## config.mk

```make
export PLATFORM = sky130hd
export DESIGN_NAME = addsub_serial_ctrl
export DESIGN_NICKNAME = d
export VERILOG_FILES = /design/src/rtl/addsub_pkg.sv /design/src/rtl/addsub8_unit.sv /design/src/rtl/addsub_serial_ctrl.sv
export SDC_FILE = /design/constraint.sdc
export NUM_CORES = 1
export LEC_CHECK = 0
export CORE_UTILIZATION = 50
export CTS_CLUSTER_DIAMETER = 80
export DETAILED_ROUTE_END_ITERATION = 10
export PLACE_DENSITY = 0.79
export SYNTH_ARGS = -nofsm -noshare
export SYNTH_HDL_FRONTEND = slang
export SYNTH_HIERARCHICAL = 1
export SYNTH_SLANG_ARGS = --single-unit
```

## constraint.sdc

```tcl
create_clock -name clk -period 7.4 [get_ports clk]
set_clock_uncertainty 0.1 [all_clocks]
set_input_delay 1.48 -clock clk [delete_from_list [all_inputs] [get_ports clk]]
set_output_delay 1.48 -clock clk [all_outputs]
set_load 0.02 [all_outputs]
```

## src/rtl/addsub_pkg.sv

```systemverilog
// addsub_pkg: shared types and constants for the byte-serial add/sub sequencer
package addsub_pkg;
    typedef enum logic [1:0] {IDLE, RUN, DONE} state_t;
    localparam int BYTE_W = 8;
    function automatic int idx_w(input int nbytes);
        return (nbytes < 2) ? 1 : $clog2(nbytes);
    endfunction
endpackage

```

## src/rtl/addsub8_unit.sv

```systemverilog
// addsub8_unit: combinational 8-bit adder exposing carry into and out of bit 7
module addsub8_unit
    import addsub_pkg::*;
(
    input  logic [BYTE_W-1:0] a,
    input  logic [BYTE_W-1:0] b,
    input  logic              cin,
    output logic [BYTE_W-1:0] sum,
    output logic              cout,
    output logic              c7
);
    logic [BYTE_W-1:0] lo;
    assign lo = {1'b0, a[BYTE_W-2:0]} + {1'b0, b[BYTE_W-2:0]} + {{(BYTE_W-1){1'b0}}, cin};
    assign c7 = lo[BYTE_W-1];
    assign sum[BYTE_W-2:0] = lo[BYTE_W-2:0];
    assign {cout, sum[BYTE_W-1]} = {1'b0, a[BYTE_W-1]} + {1'b0, b[BYTE_W-1]} + {1'b0, c7};
endmodule

```

## src/rtl/addsub_serial_ctrl.sv

```systemverilog
// addsub_serial_ctrl: multi-byte add/sub sequenced LSB-first through one 8-bit unit
module addsub_serial_ctrl
    import addsub_pkg::*;
#(
    parameter int NBYTES = 4
) (
    input  logic                     clk,
    input  logic                     rst_n,
    input  logic                     in_valid,
    output logic                     in_ready,
    input  logic [BYTE_W*NBYTES-1:0] op_a,
    input  logic [BYTE_W*NBYTES-1:0] op_b,
    input  logic                     sub,
    output logic                     out_valid,
    input  logic                     out_ready,
    output logic [BYTE_W*NBYTES-1:0] result,
    output logic                     c_out,
    output logic                     over_flow
);
    localparam int IW = idx_w(NBYTES);
    state_t state, state_nx;
    logic [NBYTES-1:0][BYTE_W-1:0] a_q, b_q, res_q;
    logic [IW-1:0] idx;
    logic sub_q, carry_q, c_out_q, ov_q, last;
    logic [BYTE_W-1:0] sum;
    logic cout, c7;

    addsub8_unit u_unit (
        .a   (a_q[idx]),
        .b   (b_q[idx] ^ {BYTE_W{sub_q}}),
        .cin (carry_q),
        .sum (sum),
        .cout(cout),
        .c7  (c7)
    );

    assign last = idx == IW'(NBYTES - 1);

    always_comb begin
        state_nx = state == IDLE ? (in_valid ? RUN : IDLE) :
                   state == RUN  ? (last ? DONE : RUN) :
                   (out_ready ? IDLE : DONE);
    end

    always_ff @(posedge clk) begin
        if (!rst_n) begin
            state   <= IDLE;
            a_q     <= '0;
            b_q     <= '0;
            res_q   <= '0;
            sub_q   <= 1'b0;
            carry_q <= 1'b0;
            idx     <= '0;
            c_out_q <= 1'b0;
            ov_q    <= 1'b0;
        end else begin
            state <= state_nx;
            if (state == IDLE && in_valid) begin
                a_q     <= op_a;
                b_q     <= op_b;
                sub_q   <= sub;
                carry_q <= sub;
                idx     <= '0;
            end
            if (state == RUN) begin
                res_q[idx] <= sum;
                carry_q    <= cout;
                idx        <= idx + 1'b1;
                if (last) begin
                    c_out_q <= cout;
                    ov_q    <= c7 ^ cout;
                end
            end
        end
    end

    assign in_ready  = state == IDLE;
    assign out_valid = state == DONE;
    assign result    = res_q;
    assign c_out     = c_out_q;
    assign over_flow = ov_q;
endmodule

```

==> results by group <==
Run status
  – Status: completed

Timing
  – Hold Vio Cnt, Final: 0
  – Max Fclk: 0.257 GHz
  – Max-slew violation count: 0
  – Setup_tns: 0 ns
  – Rel. slew slack: 19.9%
  – Tmin final: 3.90 ns
  – Worst-margin pin slew: 1.20 ns
  – Unrepaired setup endpoints after global routing: no
  – Period utilization: 52.6%
  – Final setup viols: 0

Clock tree
  – H-tree lvl count: 3
  – TritonCTS clock tree: done
  – Clock sinks: 104
  – Total CTS buffers: 9
  – CTS Buffer Depth: 2
  – Reg clk slew, reported paths: 0.09 ns
  – Resized Gates After CTS: 0
  – Postcts setup bufs: 0
  – Clock latency on the worst-skew pair: 0.36 ns
  – Hold buffers post-CTS: 0
  – CTS root buf: clkbuf_8

Synth
  – Asr flop ratio synth: 0%
  – Mapped Area: 4840 um^2
  – Post-synth EDFFs: 0
  – Syn. warnings: 6
  – Synthesized net count: 620
  – Cells after synthesis: 538
  – #FFs+latches synth: 104
  – Syn avg cell area: 8.99 um^2
  – Sequential fraction of the synthesis area: 43.0%
  – Ys flop type: dfxtp_1
  – Synth cell types: 41

Worst setup path
  – Crit-path cells: mux4_2 > ha_1 > a21o_1 > a21oi_1 > o21ai_1 > a31oi_1 > fa_1 > inv_1 > nand3_1 > a21boi_0
  – CP max stage delay: 1.12 ns
  – Slowest CP cell: dfxtp_1
  – Startpoint types: flop
  – Arrival time worst endpoint: 4.08 ns
  – Maximum fanout along the worst path: 21
  – Kind of critical path: flop to flop
  – Critical path endpoint category: flop
  – Req. time, crit path: 7.59 ns

Global routing
  – Vias in the first global route: 3724
  – Initial antenna violation count: 0
  – Largest net degree at the start of global routing: 105
  – Total Routing Usage GR: 22.7%
  – First-pass GRT wire length: 17.7 mm
  – Total grt overflow: 0

Routing
  – Total detailed-routing wirelength: 10.8 mm
  – Vias/cell: 5.20
  – Via count: 3913
  – Final ANT Viol Nets: 0
  – Residual DRC: 0
  – DR iter-0 viols: 106
  – Routed WL per cell: 14.4 um
  – DR pass1 iterations: 4

Run
  – Max-cap violations: 0

Layout
  – Inserted Diodes: 0
  – Post-layout util: 64.9%
  – Share of cells above drive strength 1: 7.05%
  – Register area: 2080 um^2
  – Design Area, Final: 6050 um^2
  – Fin cells: 753
  – Layout area overhead: 25.0%
  – Fillers: 814
  – Area of the multi-input gates: 2490 um^2
  – Fin nets: 701

Floorplan
  – Initial Util: 51.9%
  – Die H: 100 um
  – Core Box Area: 9330 um^2
  – Die ar.: 10100 um^2
  – Die width: 100 um
  – Core Rows: 35
  – I/O pin cnt: 105

Pwr
  – Pwr dens: 194 nW/um^2
  – Leak: 0.00224 uW
  – Peak supply drop: 0.106 mV

Placement
  – Gpl congestion: 0.834
  – Placed cells: 737
  – Cell Area, Placed: 5860 um^2
  – DP HPWL: 7.64 mm
  – Port Buffers: 104

Worst hold path
  – Worst min path class: flop to flop
cells in the mapped netlist (2+ instances only):
cell type / instances / area (um^2)
clkbuf_1: 15 / 56.3
fa_1: 3 / 60.1
inv_1: 14 / 52.6
xnor2_1: 3 / 26.3
dfxtp_1: 104 / 2080
a21boi_0: 50 / 375
a31oi_1: 2 / 12.5
mux4_2: 16 / 360
o21ai_0: 2 / 10.0
nor2_1: 3 / 11.3
nor3b_1: 2 / 15.0
o211a_1: 2 / 20.0
nand3b_1: 3 / 22.5
nand2b_1: 2 / 12.5
buf_2: 14 / 70.1
a21oi_1: 5 / 25.0
nor2b_1: 3 / 18.8
buf_6: 6 / 67.6
nand2_1: 175 / 657
nand3_1: 25 / 125
a21o_1: 2 / 15.0
xor2_1: 9 / 78.8
a21boi_1: 50 / 375
buf_4: 2 / 15.0
ha_1: 10 / 125
sequential cells by signal, summed over array words and instances (netlist names):
signal and count:
b_q 32, c_out 1, sub_q 1, a_q 32
idx 2, carry_q 1, state 2, result 32
over_flow 1
kinds of logic (layout without fill, tap and decap cells):
family | count (synthesis) | after routing | share of synthesized area [%]
adder cells (fa/ha/maj) | 13 | 13 | 3.83
multiplexers | 17 | 17 | 7.65
buffers and inverters | 53 | 139 | 5.59
XOR/XNOR | 12 | 12 | 2.17
flip-flops | 104 | 104 | 43.0
AO/OA/AOI/OAI | 120 | 120 | 18.6
AND/OR/NAND/NOR | 219 | 219 | 19.1
worst max-delay path, delay by kind of cell (launching register included):
kind / cells / cell delay [ns]
DFF: 1 / 1.12
muxes: 1 / 0.64
AOI/OAI and AO/OA: 5 / 0.85
buffers and inverters: 1 / 0.17
adders and majority gates: 2 / 0.83
and+or+nand+nor: 1 / 0.09
layout by cell type, fill, tap and decap left out, types with 10 or more instances in the layout:
master             n
inv_1             14
a21boi_0          50
nand2_1          175
clkdlybuf4s50_1  103
dfxtp_1          104
nand3_1           25
ha_1              10
a21boi_1          50
mux4_2            16
layout make-up:
cell class / count / area share, %
multi-input combinational: 381 / 41.2
sequential: 104 / 34.4
timing repair buffer: 109 / 17.7
tap: 129 / 2.67
clock buffer: 10 / 2.11
clock inverter: 6 / 0.993
inverter: 14 / 0.869
power by group:
group | total [uW] | leakage, uW | internal, uW | switching [uW]
combinational | 223 | 0.00130 | 107 | 116
sequential | 609 | 0.000849 | 587 | 21.8
clock | 344 | 0.0000920 | 155 | 189
per-layer routing:
metal / vias to the layer above / wire [um] / track usage, %
met1: 1843 / 4960 / 29.3
met4: 0 / 163 / 7.58
met5: - / 0 / 0
met3: 15 / 425 / 3.90
met2: 96 / 5260 / 38.7
li1: 1959 / - / -
path summary, 6_finish.rpt:
| kind | slack, ns | from | end | cells past startpoint |
|---|---|---|---|---|
| setup reg to reg | 3.50 | idx[0]$_SDFFE_PN0P_ | result[7]$_SDFFE_PN0P_ | 10 |
| setup / recovery | 3.50 | idx[0]$_SDFFE_PN0P_ | result[7]$_SDFFE_PN0P_ | 10 |
| hold / removal | 0.35 | b_q[8]$_SDFFE_PN0P_ | b_q[8]$_SDFFE_PN0P_ | 2 |
| hold reg to reg | 0.35 | b_q[8]$_SDFFE_PN0P_ | b_q[8]$_SDFFE_PN0P_ | 2 |
through the flow:
step           worst slack (ns)  hold WS (ns)  total power, uW
3_3_place_gp               3.52         0.339              841
5_1_grt                    3.21         0.376             1230
3_5_place_dp               3.48         0.344              846
2_1_floorplan              4.31         0.332              757
6_report                   3.50         0.355             1180
4_1_cts                    3.47         0.357             1180
Power figures use the tool's default switching activity.
